==> src/rtl/uart_mmio_port_pkg.sv <==
`default_nettype none
// ============================================================================
//  Module   : uart_mmio_port_pkg
//  Brief    : Shared status bit positions, register selects and FSM states
//             for the memory-mapped UART port.
//  Revision : 1.0
// ============================================================================
package uart_mmio_port_pkg;

    localparam int   c_st_rxv   = 0;
    localparam int   c_st_txr   = 1;
    localparam int   c_st_ovr   = 2;
    localparam int   c_st_frm   = 3;

    localparam logic c_reg_data = 1'b0;
    localparam logic c_reg_stat = 1'b1;

    typedef enum logic [1:0] {
        S_IDLE  = 2'd0,
        S_START = 2'd1,
        S_DATA  = 2'd2,
        S_STOP  = 2'd3
    } uart_state_t;

endpackage
`default_nettype wire

==> src/rtl/uart_mmio_port_baud_tick.sv <==
`default_nettype none
// ============================================================================
//  Module   : uart_baud_tick
//  Brief    : Free-running mod-DIV counter producing a one-cycle tick.
//  Revision : 1.0
// ============================================================================
module uart_baud_tick #(
    parameter int DIV = 10
) (
    input  logic clk,
    input  logic rst,
    output logic tick
);
    localparam int c_cnt_w = (DIV > 1) ? $clog2(DIV) : 1;
    localparam logic [c_cnt_w-1:0] c_last = c_cnt_w'(DIV - 1);

    logic [c_cnt_w-1:0] r_cnt;

    always_ff @(posedge clk or posedge rst) begin
        if (rst)                 r_cnt <= '0;
        else if (r_cnt == c_last) r_cnt <= '0;
        else                     r_cnt <= r_cnt + 1'b1;
    end

    assign tick = (r_cnt == c_last);

endmodule
`default_nettype wire

==> src/rtl/uart_mmio_port.sv <==
`default_nettype none
// ============================================================================
//  Module   : uart_mmio_port
//  Brief    : Memory-mapped 8N1 UART: 16x oversampled RX into a small FIFO,
//             single-byte TX holding register, data/status register decode.
//  Revision : 1.0
// ============================================================================
module uart_mmio_port
    import uart_mmio_port_pkg::*;
#(
    parameter int CLK_FREQ      = 50000000,
    parameter int BAUD          = 9600,
    parameter int RX_DEPTH_BITS = 2
) (
    input  logic       clk,
    input  logic       rst,
    input  logic       rx,
    output logic       tx,
    input  logic       rd,
    input  logic       wr,
    input  logic       s_mmio,
    input  logic       s_io,
    input  logic [7:0] data_in,
    output logic [7:0] data_out
);
    localparam int c_div   = CLK_FREQ / (BAUD * 16);
    localparam int c_depth = 1 << RX_DEPTH_BITS;
    localparam logic [RX_DEPTH_BITS:0] c_full_cnt = (RX_DEPTH_BITS + 1)'(c_depth);

    logic w_tick;
    logic r_rx_meta, r_rx_sync;
    logic r_rd_q, r_wr_q, r_rd_sel;
    logic w_rd_act, w_wr_act, w_rd_rel, w_wr_rise;
    logic w_pop, w_push, w_full, w_load, w_set_ovr, w_set_frm, w_stat_clr;
    logic r_ovr, r_frm_err;
    logic [7:0] w_status;

    uart_state_t r_rx_state, w_rx_state_nxt;
    logic [3:0]  r_rx_tcnt,  w_rx_tcnt_nxt;
    logic [2:0]  r_rx_bit,   w_rx_bit_nxt;
    logic [7:0]  r_rx_shift, w_rx_shift_nxt;
    logic        w_rx_done;

    logic [7:0]               r_fifo_mem [c_depth];
    logic [RX_DEPTH_BITS-1:0] r_wr_ptr, r_rd_ptr;
    logic [RX_DEPTH_BITS:0]   r_count;

    uart_state_t r_tx_state, w_tx_state_nxt;
    logic [3:0]  r_tx_tcnt,  w_tx_tcnt_nxt;
    logic [2:0]  r_tx_bit,   w_tx_bit_nxt;
    logic [7:0]  r_tx_shift, w_tx_shift_nxt;
    logic        w_tx_take;
    logic [7:0]  r_hold;
    logic        r_hold_full;

    uart_baud_tick #(.DIV(c_div)) u_baud (.clk(clk), .rst(rst), .tick(w_tick));

    // Reads act on release so data_out holds still for the whole strobe.
    assign w_rd_act   = rd & s_mmio;
    assign w_wr_act   = wr & s_mmio;
    assign w_rd_rel   = r_rd_q & ~w_rd_act;
    assign w_wr_rise  = w_wr_act & ~r_wr_q;
    assign w_stat_clr = w_rd_rel & (r_rd_sel == c_reg_stat);
    assign w_pop      = w_rd_rel & (r_rd_sel == c_reg_data) & (r_count != '0);
    assign w_load     = w_wr_rise & (s_io == c_reg_data) & ~r_hold_full;

    always_ff @(posedge clk or posedge rst) begin
        if (rst) begin
            r_rx_meta <= 1'b1;
            r_rx_sync <= 1'b1;
            r_rd_q    <= 1'b0;
            r_wr_q    <= 1'b0;
            r_rd_sel  <= c_reg_data;
        end else begin
            r_rx_meta <= rx;
            r_rx_sync <= r_rx_meta;
            r_rd_q    <= w_rd_act;
            r_wr_q    <= w_wr_act;
            if (w_rd_act) r_rd_sel <= s_io;
        end
    end

    always_comb begin
        w_rx_state_nxt = r_rx_state;
        w_rx_tcnt_nxt  = r_rx_tcnt;
        w_rx_bit_nxt   = r_rx_bit;
        w_rx_shift_nxt = r_rx_shift;
        w_rx_done      = 1'b0;
        case (r_rx_state)
            S_IDLE: if (!r_rx_sync) begin
                w_rx_state_nxt = S_START;
                w_rx_tcnt_nxt  = '0;
            end
            S_START: if (w_tick) begin
                if (r_rx_tcnt == 4'd7) begin
                    w_rx_state_nxt = r_rx_sync ? S_IDLE : S_DATA;
                    w_rx_tcnt_nxt  = '0;
                    w_rx_bit_nxt   = '0;
                end else begin
                    w_rx_tcnt_nxt = r_rx_tcnt + 4'd1;
                end
            end
            S_DATA: if (w_tick) begin
                w_rx_tcnt_nxt = r_rx_tcnt + 4'd1;
                if (r_rx_tcnt == 4'd15) begin
                    w_rx_shift_nxt = {r_rx_sync, r_rx_shift[7:1]};
                    w_rx_bit_nxt   = r_rx_bit + 3'd1;
                    if (r_rx_bit == 3'd7) w_rx_state_nxt = S_STOP;
                end
            end
            S_STOP: if (w_tick) begin
                w_rx_tcnt_nxt = r_rx_tcnt + 4'd1;
                if (r_rx_tcnt == 4'd15) begin
                    w_rx_done      = 1'b1;
                    w_rx_state_nxt = S_IDLE;
                end
            end
            default: w_rx_state_nxt = S_IDLE;
        endcase
    end

    always_ff @(posedge clk or posedge rst) begin
        if (rst) begin
            r_rx_state <= S_IDLE;
            r_rx_tcnt  <= '0;
            r_rx_bit   <= '0;
            r_rx_shift <= '0;
        end else begin
            r_rx_state <= w_rx_state_nxt;
            r_rx_tcnt  <= w_rx_tcnt_nxt;
            r_rx_bit   <= w_rx_bit_nxt;
            r_rx_shift <= w_rx_shift_nxt;
        end
    end

    // A same-cycle pop frees the slot, so a full FIFO still accepts the byte.
    assign w_full    = (r_count == c_full_cnt);
    assign w_push    = w_rx_done & r_rx_sync & (~w_full | w_pop);
    assign w_set_ovr = w_rx_done & r_rx_sync & w_full & ~w_pop;
    assign w_set_frm = w_rx_done & ~r_rx_sync;

    always_ff @(posedge clk) begin
        if (w_push) r_fifo_mem[r_wr_ptr] <= r_rx_shift;
    end

    always_ff @(posedge clk or posedge rst) begin
        if (rst) begin
            r_wr_ptr  <= '0;
            r_rd_ptr  <= '0;
            r_count   <= '0;
            r_ovr     <= 1'b0;
            r_frm_err <= 1'b0;
        end else begin
            if (w_push) r_wr_ptr <= r_wr_ptr + 1'b1;
            if (w_pop)  r_rd_ptr <= r_rd_ptr + 1'b1;
            if (w_push && !w_pop)      r_count <= r_count + 1'b1;
            else if (w_pop && !w_push) r_count <= r_count - 1'b1;
            if (w_set_ovr)       r_ovr <= 1'b1;
            else if (w_stat_clr) r_ovr <= 1'b0;
            if (w_set_frm)       r_frm_err <= 1'b1;
            else if (w_stat_clr) r_frm_err <= 1'b0;
        end
    end

    always_comb begin
        w_tx_state_nxt = r_tx_state;
        w_tx_tcnt_nxt  = r_tx_tcnt;
        w_tx_bit_nxt   = r_tx_bit;
        w_tx_shift_nxt = r_tx_shift;
        w_tx_take      = 1'b0;
        case (r_tx_state)
            S_IDLE: if (r_hold_full) begin
                w_tx_take      = 1'b1;
                w_tx_shift_nxt = r_hold;
                w_tx_tcnt_nxt  = '0;
                w_tx_state_nxt = S_START;
            end
            S_START: if (w_tick) begin
                w_tx_tcnt_nxt = r_tx_tcnt + 4'd1;
                if (r_tx_tcnt == 4'd15) begin
                    w_tx_bit_nxt   = '0;
                    w_tx_state_nxt = S_DATA;
                end
            end
            S_DATA: if (w_tick) begin
                w_tx_tcnt_nxt = r_tx_tcnt + 4'd1;
                if (r_tx_tcnt == 4'd15) begin
                    w_tx_shift_nxt = {1'b0, r_tx_shift[7:1]};
                    w_tx_bit_nxt   = r_tx_bit + 3'd1;
                    if (r_tx_bit == 3'd7) w_tx_state_nxt = S_STOP;
                end
            end
            S_STOP: if (w_tick) begin
                w_tx_tcnt_nxt = r_tx_tcnt + 4'd1;
                if (r_tx_tcnt == 4'd15) w_tx_state_nxt = S_IDLE;
            end
            default: w_tx_state_nxt = S_IDLE;
        endcase
    end

    always_ff @(posedge clk or posedge rst) begin
        if (rst) begin
            r_tx_state  <= S_IDLE;
            r_tx_tcnt   <= '0;
            r_tx_bit    <= '0;
            r_tx_shift  <= '0;
            r_hold      <= '0;
            r_hold_full <= 1'b0;
        end else begin
            r_tx_state <= w_tx_state_nxt;
            r_tx_tcnt  <= w_tx_tcnt_nxt;
            r_tx_bit   <= w_tx_bit_nxt;
            r_tx_shift <= w_tx_shift_nxt;
            if (w_tx_take) r_hold_full <= 1'b0;
            if (w_load) begin
                r_hold      <= data_in;
                r_hold_full <= 1'b1;
            end
        end
    end

    // Decoded straight from reset-cleared state, so rst forces tx high at once.
    assign tx = (r_tx_state == S_START) ? 1'b0 :
                (r_tx_state == S_DATA)  ? r_tx_shift[0] : 1'b1;

    always_comb begin
        w_status           = 8'h00;
        w_status[c_st_rxv] = (r_count != '0);
        w_status[c_st_txr] = ~r_hold_full;
        w_status[c_st_ovr] = r_ovr;
        w_status[c_st_frm] = r_frm_err;
        data_out = 8'h00;
        if (s_io == c_reg_stat)  data_out = w_status;
        else if (r_count != '0)  data_out = r_fifo_mem[r_rd_ptr];
    end

endmodule
`default_nettype wire

==> config.mk <==
export PLATFORM = sky130hd
export DESIGN_NAME = uart_mmio_port
export DESIGN_NICKNAME = d
export VERILOG_FILES = /design/src/rtl/uart_mmio_port_pkg.sv /design/src/rtl/uart_mmio_port_baud_tick.sv /design/src/rtl/uart_mmio_port.sv
export SDC_FILE = /design/constraint.sdc
export NUM_CORES = 1
export LEC_CHECK = 0
export ABC_AREA = 0
export CAP_MARGIN = 20
export CORE_MARGIN = 2
export CORE_UTILIZATION = 54
export CTS_CLUSTER_SIZE = 24
export DETAILED_ROUTE_END_ITERATION = 10
export PLACE_DENSITY = 0.8
export SETUP_SLACK_MARGIN = 0.2
export SLEW_MARGIN = 20
export SYNTH_ARGS = -nofsm -noshare
export SYNTH_HDL_FRONTEND = slang
export SYNTH_HIERARCHICAL = 1
export SYNTH_SLANG_ARGS = --single-unit
==> constraint.sdc <==
create_clock -name clk -period 2.7 [get_ports clk]
set_clock_uncertainty 0.15 [all_clocks]
set_input_delay 0.405 -clock clk [delete_from_list [all_inputs] [get_ports clk]]
set_output_delay 0.405 -clock clk [all_outputs]
set_load 0.005 [all_outputs]
Word level (Yosys, flattened, before mapping):

Memories as Yosys holds them, arrays and structs flattened.
Cells that the tools add are included.

* memories kept: 1
* bits in writable memories: 32
* output and inout port bits: 9
* flip-flop bits (word level): 66
* input bits: 15

* bitwise operators: 23
* reduce and logical (&&, ||, !) cells: 24
* multiplexer cells: 60
* $add $sub $neg: 9
* equal/unequal tests: 31

Memory list
* r_fifo_mem: depth 4, bits a word 8, rd ports 1, clocked after memory_dff 0, write ports 1, line uart_mmio_port.sv:44 `logic [7:0] r_fifo_mem [c_depth];`

Operators with widths (count)
* $mux W8: 5
* $mux W2: 17
* $mux W3: 10
* $mux W4: 6
* $ne A2 B2 Y1 const B: 10
* $ne A2 B1 Y1 const B: 8
* $pmux W2 S4: 2
* $pmux W8 S2: 1
* $reduce_and A8 Y1: 2
* $and A1 B1 Y1: 14
* $mux W1: 14
* $reduce_bool A2 Y1: 7
* $pmux W3 S2: 2
* $pmux W4 S3: 1
* $reduce_and A5 Y1: 2
* $add A3 B1 Y3 const B: 3
* $add A9 B1 Y9 const B: 1
* $eq A3 B3 Y1 const B: 3
* $eq A9 B9 Y1 const B: 1
* $mux W9: 1
* $add A4 B1 Y4 const B: 2
* $eq A2 B2 Y1 const B: 4
* $eq A4 B4 Y1 const B: 2
* $not A1 Y1: 8
* 15 further kinds: 21

Logic depth before layout (Yosys ltp):

Gate-level depths: netlist of the first run.

* depth after elaboration: 11
* depth in mapped cells: 13
* gate-level depth less buffers: 13

Hierarchy:

Netlist of the first run, hierarchy kept.

Modules (own cells, without submodules)
* uart_mmio_port: area each 4088.9 um2, times used 1, cells an instance 322, seq. area each 2389.8 um2
* uart_baud_tick: area each 427.9 um2, times used 1, cells an instance 42, seq. area each 225.2 um2

Worst setup path before layout of the first run:

No wires, ideal clock.

* kind: register to register
* from: register u_baud.r_cnt[0]
* to: register r_count[2]
* cell stages (with the launch flop): 14
* arrival time: 2698 ps
* path buffers: 0
* library setup time: 79 ps
* required time: 2471 ps
* slack: -228 ps
* cell sequence: dfrtp_1 > inv_1 > ha_1 > nand4bb_1 > nor2_1 > nand4_4 > nor2_2 > a21boi_2 > ha_1 > inv_1 > fa_1 > xor2_1 > nor2_1 > xor2_1

* longest elaborated chain between the ends: 8

Ends and longest elaborated chain
* from (decl): line uart_mmio_port_baud_tick.sv:17 `logic [c_cnt_w-1:0] r_cnt;`
* from (signal assigned): line uart_mmio_port_baud_tick.sv:22 `else r_cnt <= r_cnt + 1'b1;`
* $eq A9 B9 Y1 (*): line uart_mmio_port_baud_tick.sv:25 `assign tick = (r_cnt == c_last);`
* via w_tick: line uart_mmio_port.sv:30 `logic w_tick;`
* $mux W1 (*): line uart_mmio_port.sv:111 `S_STOP: if (w_tick) begin`
* $mux W1 (*): line uart_mmio_port.sv:89 `case (r_rx_state)`
* $and A1 B1 Y1 (*) (2 in a row): line uart_mmio_port.sv:138 `assign w_push = w_rx_done & r_rx_sync & (~w_full | w_pop);`
* via w_push: line uart_mmio_port.sv:34 `logic w_pop, w_push, w_full, w_load, w_set_ovr, w_set_frm, w_stat_clr;`
* $logic_not A1 Y1: line uart_mmio_port.sv:157 `else if (w_pop && !w_push) r_count <= r_count - 1'b1;`
* $logic_and A1 B1 Y1: line uart_mmio_port.sv:157
* $reduce_bool A2 Y1 (no line)
* to (signal assigned): line uart_mmio_port.sv:156 `if (w_push && !w_pop) r_count <= r_count + 1'b1;`
* to (signal assigned): line uart_mmio_port.sv:157
* to (decl): line uart_mmio_port.sv:46 `logic [RX_DEPTH_BITS:0] r_count;`

Mark *: on every way through the listed nets, which the timed path passes. The rest lies on a longest branch.
A chain may end at the register's enable or synchronous reset.

Final worst setup path of the first run:

Same ends and word-level chain as after synthesis.

==> summary.md, run 1 <==
| Metric | Value |
|---|---|
| Switching Fraction | 28.6% |
| GRT overflow | 0 |
| Die Ht | 95.5 um |
| Number of global-route vias before repair | 2853 |
| Number of flops mapped to enable cells by yosys | 32 |
| Power per cell area | 652 nW/um2 |
| Sequential area share after synthesis | 57.9% |
| Period Utilization, post-route | 94.1% |
| CP top delay family | adder cells |
| Clk buf depth | 2 |
| Via count | between 2000 and 3000 |
| I/O Buffers | 23 |
| # IOs | 24 |
| Worst VDD drop | 0.345 mV |
| Root Driver | clkbuf_8 |
| Slew @ Worst Pin | 0.536 ns |
| Initial antenna violation count | 0 |
| Syn_nets | 397 |
| Area delta synth->final | 16.8% |
| Vias/cell | 5.59 |
| Int Pwr | 0.00246 W |
| Final nets | 442 |
| Yosys cell types | 54 |
| Max Fclk | 0.394 GHz |
| Fillcell total | approximately 610 |
| Reg area | 2620 um2 |
| Post-synth ARST share | 67.3% |
| DP Worst Slack | 0.0771 ns |
| Num Clock Sinks | 98 |
| RSZ-0062 raised after global routing | yes |
| Full die area | a little over 9000 um2 |
| Wire length of the first global-routing pass | 13.8 mm |
| Slowest cell on crit path | dfrtp_1 |
| Largest net degree at the start of global routing | between 40 and 50 |
| H-tree Lvls | 3 |
| Final hold viol count | 0 |
| Die X | roughly 95 um |
| Slowest stage delay, CP | 0.39 ns |
| Final setup vio count | 0 |
| Critical Path Source Type | flip-flop |
| Period minus WS final | 2.54 ns |
| Prevailing post-synth register cell | dfrtp_1 |
| ANT nets after route | 0 |
| Total GRT Usage | approximately 20% |
| Initial Utilization | a little under three fifths |
| CTS tree | yes |
| CTS Buf Count | 9 |
| Syn avg cell area | 12.4 um2 |
| Max-slew violations | 0 |
| RR Endpoint | r_count[2] |
| R2R setup slack | 0.16 ns |
| Comb pwr share | 18.9% |
| HPWL after DPL | about 5.7 mm |
| DRT iter0 DRCs | between 150 and 200 |
| Clk pin slew, worst setup/hold paths | approximately 0.090 ns |
| Critical Path, Cell by Cell | inv_1 -> ha_1 -> nand4bb_1 -> nor2_4 -> nand4_4 -> nor2_4 -> a21boi_4 -> ha_4 -> inv_2 -> fa_2 -> xor2_1 -> nor2_1 -> xor2_1 |
| Core Area | 8180 um2 |
| NetSw | 0.000982 W |
| LEAKAGE | around 2.3 nW |
| Overall routed net length | 8.56 mm |
| Synth warnings | 6 |
| Status | complete, no violations |
| DRT Pass-1 Iters | 4 |
| Multi-input logic area | 1820 um2 |
| Syn Std Cell Area | 4520 um2 |
| Clk_lat worst skew | between 0.3 and 0.4 ns |
| Reg2reg path depth | 13 |
| Worst path bufs/invs | 2 |
| Worst Hold Class | input port to asynchronous set/reset pin |
| Seq pwr share | between 50 and 60% |
| Row cnt | 33 |
| Worst slew margin | 64.3% |
| Fraction of layout cells with a size suffix above 1 | 23.2% |
| Critical R2R Launch | u_baud/r_cnt[0] |
| Crit. End Element | flip-flop |
| Max cap viols | 0 |
| WP data arrival | 2.64 ns |
| Diodes inserted | 0 |
| Post-DR wirelength/cell | 16.5 um |
| GP Congestion | 0.791 |
| Crit Path Category | flip-flop to flip-flop |
| CTS Hold Bufs | 0 |
| Drt drc | 0 |
| Setup TNS | 0 ns |
| Seq cells post-synth | 98 |
| Final worst setup slack | roughly 0.16 ns |
| Post-Syn Instances | 364 |
| Clk pwr share | 30.4% |
| Worst Path Max Fanout | 2 |
| Worst Path Required | 2.80 ns |
-- flip-flops by register name, indices dropped and copies added (netlist names), 3 cells and up, named ones only --
name	flops
r_rx_tcnt	4
r_fifo_mem	32
r_tx_bit	3
r_tx_shift	8
r_rx_bit	3
r_count	3
r_hold	8
u_baud/r_cnt	9
r_rx_shift	8
r_tx_tcnt	4
-- area by class of cell --
class                   count  area share, %
flip-flops and latches     98           49.6
clock inverters             7           1.92
clock buffers               9           2.35
multi-input cells         235           34.5
inverters                  19           1.35
well taps                 105           2.49
repair buffers             46           7.78
-- kinds of logic after synthesis --
group	count (synthesis)	synth area share [%]
flip-flops	98	57.9
XOR/XNOR	14	2.71
AO/OA/AOI/OAI	71	10.0
multiplexers	26	8.56
AND/OR/NAND/NOR	106	12.7
buffers and inverters	31	2.94
adder cells (fa/ha/maj)	18	5.15
-- cells in the mapped netlist, types with 2 or more instances --
master / n / area (um2)
o22ai_1: 2 / 12.5
xor2_1: 8 / 70.1
a211oi_1: 2 / 15.0
dfrtp_1: 64 / 1600
mux2_2: 17 / 191
and2_1: 6 / 37.5
o21ai_0: 29 / 145
nand2_1: 36 / 135
or3_1: 3 / 18.8
nor2b_1: 5 / 31.3
xnor2_1: 6 / 52.6
and2_2: 4 / 30.0
o21a_1: 3 / 22.5
nor3_1: 3 / 15.0
nand3b_1: 3 / 22.5
a22o_1: 2 / 17.5
a21oi_1: 15 / 75.1
buf_2: 7 / 35.0
nand4_1: 3 / 18.8
a32o_1: 4 / 40.0
edfxtp_1: 32 / 961
nand3_1: 7 / 35.0
nor2_1: 25 / 93.8
mux4_2: 8 / 180
o221ai_1: 2 / 17.5
inv_1: 19 / 71.3
dfstp_2: 2 / 52.6
ha_1: 17 / 213
nand4bb_1: 2 / 22.5
clkbuf_1: 4 / 15.0
-- layout by cell type, fill, tap and decap left out, types with 4 or more instances in the layout --
cell,count
a21oi_1,15
a32o_1,4
and2_4,4
buf_4,19
clkbuf_8,9
clkdlybuf4s50_1,15
dfrtp_1,64
edfxtp_1,32
ha_1,16
inv_1,17
mux2_2,17
mux4_2,8
nand2_1,36
nand3_1,7
nor2_1,23
nor2b_1,5
o21ai_0,29
xnor2_1,6
xor2_1,8
-- worst max-delay path by stage --
stage	from	endpoint	slack (ns)	depth (start not counted)
after global routing	u_baud/r_cnt[0]	r_count[2]	0.03	13
final	u_baud/r_cnt[0]	r_count[2]	0.16	13
after floorplan	u_baud/r_cnt[0]	r_count[2]	0.10	13
after global placement	u_baud/r_cnt[0]	r_count[2]	0.18	13
after detailed placement	u_baud/r_cnt[0]	r_count[2]	0.08	13
after CTS	r_rd_ptr[0]	data_out[2]	0.14	5
-- power by group through the flow --
stage	registers [W]	clock network, W	logic [W]
global route	0.00176	0.00113	0.000734
CTS	0.00174	0.00108	0.000650
global placement	0.00177	0	0.000616
detailed placement	0.00177	0	0.000645
finish	0.00174	0.00104	0.000648
floorplan	0.00174	0	0.000486
-- per-stage QoR --
stage                     power (W)  hold WS, ns  area [um2]  util (%)  instances
final                       0.00344        0.206        5270      64.5        519
after global routing        0.00362        0.213        5270      64.5        519
after CTS                   0.00347        0.198        5270      64.4        516
after detailed placement    0.00242        0.197        4940      60.5        491
after global placement      0.00238        0.196        4940      60.5        491
after floorplan             0.00222       0.0829        4550         -        364
-- repair_timing --
action | CTS | global route
buffers inserted | 8 | 4
pin swaps | 4 | 9
setup endpoints to repair | 10 | 16
resized for setup | 25 | 6
gates cloned | 1 | 0
-- layer usage --
layer  GRT usage (%)  wire, um
met2            34.1      4430
met3            3.79       260
met5               0         0
met1            25.3      3710
met4            8.57       165
No activity file was read; power rests on OpenSTA's default activity.
==> run 2: changes to the inputs <==
--- a/config.mk
+++ b/config.mk
@@ -13,6 +13,7 @@
 export DETAILED_ROUTE_END_ITERATION = 10
 export PLACE_DENSITY = 0.8
 export SETUP_SLACK_MARGIN = 0.2
+export SKIP_LAST_GASP = 1
 export SLEW_MARGIN = 20
 export SYNTH_ARGS = -nofsm -noshare
 export SYNTH_HDL_FRONTEND = slang
==> results of run 2 <==
No change in the layout: final DEF, timing and power equal those of run 1.
==> run 3: changes to the inputs <==
--- a/config.mk
+++ b/config.mk
@@ -8,13 +8,12 @@
 export ABC_AREA = 0
 export CAP_MARGIN = 20
 export CORE_MARGIN = 2
-export CORE_UTILIZATION = 54
+export CORE_UTILIZATION = 64
 export CTS_CLUSTER_SIZE = 24
 export DETAILED_ROUTE_END_ITERATION = 10
-export PLACE_DENSITY = 0.8
+export PLACE_DENSITY = 0.88
 export SETUP_SLACK_MARGIN = 0.2
 export SKIP_LAST_GASP = 1
-export SLEW_MARGIN = 20
 export SYNTH_ARGS = -nofsm -noshare
 export SYNTH_HDL_FRONTEND = slang
 export SYNTH_HIERARCHICAL = 1
==> constraint.sdc (replaced) <==
create_clock -name clk -period 2.95 [get_ports clk]
set_clock_uncertainty 0.15 [all_clocks]
set_input_delay 0.4425 -clock clk [delete_from_list [all_inputs] [get_ports clk]]
set_output_delay 0.4425 -clock clk [all_outputs]
set_load 0.005 [all_outputs]
==> summary.md, run 3 (synthesis results as in run 1) <==
| Metric | Value |
|---|---|
| # IOs | 24 (unchanged) |
| Critical hold path startpoint | r_rx_meta |
| Number of global-route vias before repair | 2974 (+4.2%) |
| Area delta synth->final | 13.3% |
| Core Area | 6790 um2 (-17%) |
| Largest register by flop count | r_fifo_mem |
| Placed cells | 479 (-2.4%) |
| CTS tree | yes |
| Number of flip-flops in the largest register | 32 (unchanged) |
| Via count | 2864 (-1.3%) |
| Design area | 5120 um2 (-3.0%) |
| I/O Buffers | 23 (unchanged) |
| Fraction of layout cells with a size suffix above 1 | 17.9% (-5.3 points) |
| Final nets | 430 (-2.7%) |
| Reg area | 2620 um2 (unchanged) |
| Hold Crit Endpoint | r_rx_sync |
| Met2 GRT Util | 41.7% (+7.6 points) |
| Num Clock Sinks | 98 (unchanged) |
| Critical Path Source Type | flip-flop |
| RR Endpoint | r_count[2] |
| Final Non-Filler Cells | 498 (-4.0%) |
| Initial Utilization | 66.5% (+11 points) |
| HPWL after DPL | 5.71 mm (about the same) |
| GR peak layer | met2 |
| Worst Path Max Fanout | 10 (+8) |
| CTS Hold Bufs | 0 (unchanged) |
| Clk pin slew, worst setup/hold paths | 0.09 ns (about the same) |
| ANT nets after route | 0 (unchanged) |
| CTS Buf Count | 9 (unchanged) |
| Final hold viol count | 0 (unchanged) |
| Overall routed net length | 8.17 mm (-4.6%) |
| Critical R2R Launch | u_baud/r_cnt[1] |
| Slew @ Worst Pin | 0.683 ns (+0.147 ns) |
| GP Congestion | 0.789 (-0.35%) |
| Setup TNS | 0 ns (unchanged) |
| Status | complete, no violations |
| Power per cell area | 579 nW/um2 (-11%) |
| Die Ht | 88.0 um (-7.8%) |
| Fillcell total | 437 (-28%) |
| Die X | 88.0 um (-7.8%) |
| Crit. End Element | primary output |
| Placed cell areas | 4890 um2 (-1.1%) |
| GRT met1 Usage | 29.6% (+4.3 points) |
| GRT overflow | 0 (unchanged) |
| Worst Hold Class | flip-flop to flip-flop |
| Row cnt | 30 (-9.1%) |
| Hold path depth | 0 |
| Max-slew violations | 0 (unchanged) |
| Reg2reg path depth | 13 (unchanged) |
| LEAKAGE | 2.19 nW (-5.2%) |
| Top Registers | r_fifo_mem (32), u_baud/r_cnt (9) |
| Diodes inserted | 0 (unchanged) |
| Final setup vio count | 0 (unchanged) |
| Largest net degree at the start of global routing | 32 (-24%) |
| Worst VDD drop | 0.468 mV (+36%) |
| Multi-input logic area | 1800 um2 (-0.89%) |
| Total GRT Usage | 23.6% (+3.5 points) |
| Root Driver | clkbuf_8 |
| Drt drc | 0 (unchanged) |
| Crit Path Category | flip-flop to primary output |
| WP data arrival | 2.08 ns (-0.56 ns) |
| R2R setup slack | 0.33 ns (+0.17 ns) |
| Met3 Use GR | 3.68% (-0.12 points) |
| H-tree Lvls | 3 (unchanged) |
| Worst slew margin | 54.3% (-10 points) |
| Clk buf depth | 2 (unchanged) |
| Wire length of the first global-routing pass | 13.8 mm (-0.25%) |
| Post-DR wirelength/cell | 16.4 um (-0.55%) |
| Initial antenna violation count | 0 (unchanged) |
| Most frequent cells in the layout | 64 x dfrtp_1, 36 x nand2_1, 32 x edfxtp_1 |
| Vias/cell | 5.75 (+2.9%) |
| Period minus WS final | 2.67 ns |
| Tot Pwr | 0.00296 W (-14%) |
| DRT iter0 DRCs | 149 (-2.0%) |
| DRT Pass-1 Iters | 5 (+1) |
| Full die area | 7750 um2 (-15%) |
| Most common cell after layout, fill and taps aside | dfrtp_1 |
| Max Fclk | between 0.3 and 0.4 GHz |
| Max cap viols | 0 (unchanged) |
| Worst Path Required | 2.36 ns (-0.44 ns) |
| Period Utilization, post-route | between 90% and 100% |
| RSZ-0062 raised after global routing | yes |
| Clk_lat worst skew | 0.36 ns (about the same) |
==> run 3: cell count changes in the layout (fill, tap and decap cells not counted), sizes merged <==
| cell | previous run | this run |
|---|---|---|
| buf | 26 | 11 |
| clkdlybuf4s50 | 15 | 23 |
| dlygate4sd2 | 3 | 0 |
| bufinv | 2 | 0 |
| clkbuf | 11 | 9 |
| clkinvlp | 1 | 2 |
| inv | 21 | 22 |
==> run 3: cell type report <==
class	instances	area share [%]
Sequential cell	98	51.1
Clock buffer	9	2.42
Inverter	19	1.39
Timing Repair Buffer	34	6.43
Tap cell	96	2.35
Clock inverter	7	1.03
Multi-Input combinational cell	235	35.3
==> run 3: critical path, stage by stage (launching register included) <==
cell             delay (ns)
dfrtp_1                0.37
buf_6                  0.18
mux4_2                 0.51
a22o_1                 0.21
clkdlybuf4s50_1        0.45
==> run 3: worst max path at each step <==
stage | start | endpoint | slack (ns) | depth (start not counted)
after detailed placement | u_baud/r_cnt[0] | r_count[2] | 0.19 | 13
after CTS | r_rd_ptr[0] | data_out[3] | 0.22 | 4
after floorplan | u_baud/r_cnt[0] | r_count[2] | 0.20 | 13
after global placement | u_baud/r_cnt[0] | r_count[2] | 0.32 | 13
after global routing | u_baud/r_cnt[0] | r_count[2] | 0.15 | 13
final | r_rd_ptr[0] | data_out[2] | 0.28 | 4
==> run 3: metrics by stage <==
step / hold WS (ns) / setup slack (ns) / util (%)
after floorplan: 0.120 / 0.204 / -
after detailed placement: 0.198 / 0.192 / 71.9
after global routing: 0.218 / 0.153 / 75.3
after global placement: 0.197 / 0.324 / 71.9
after CTS: 0.212 / 0.217 / 74.6
final: 0.211 / 0.282 / 75.3
==> run 3: what timing repair did <==
| action | in CTS | in global routing |
|---|---|---|
| gates resized for setup | 1 | 5 |
| setup buffers | 0 | 3 |
| pin swaps | 1 | 4 |
| endpoints found under the setup margin | 1 | 9 |
==> run 3: layer usage <==
metal  vias up  share of wire (%)
met5         -                  0
met3        15                3.1
li1       1370                  -
met4         0                1.7
met2        50                 53
met1      1429                 42
==> run 3: power breakdown <==
part / switching [W] / internal [W]
combinational: 0.000326 / 0.000256
clock: 0.000468 / 0.000314
sequential: 0.0000964 / 0.00150
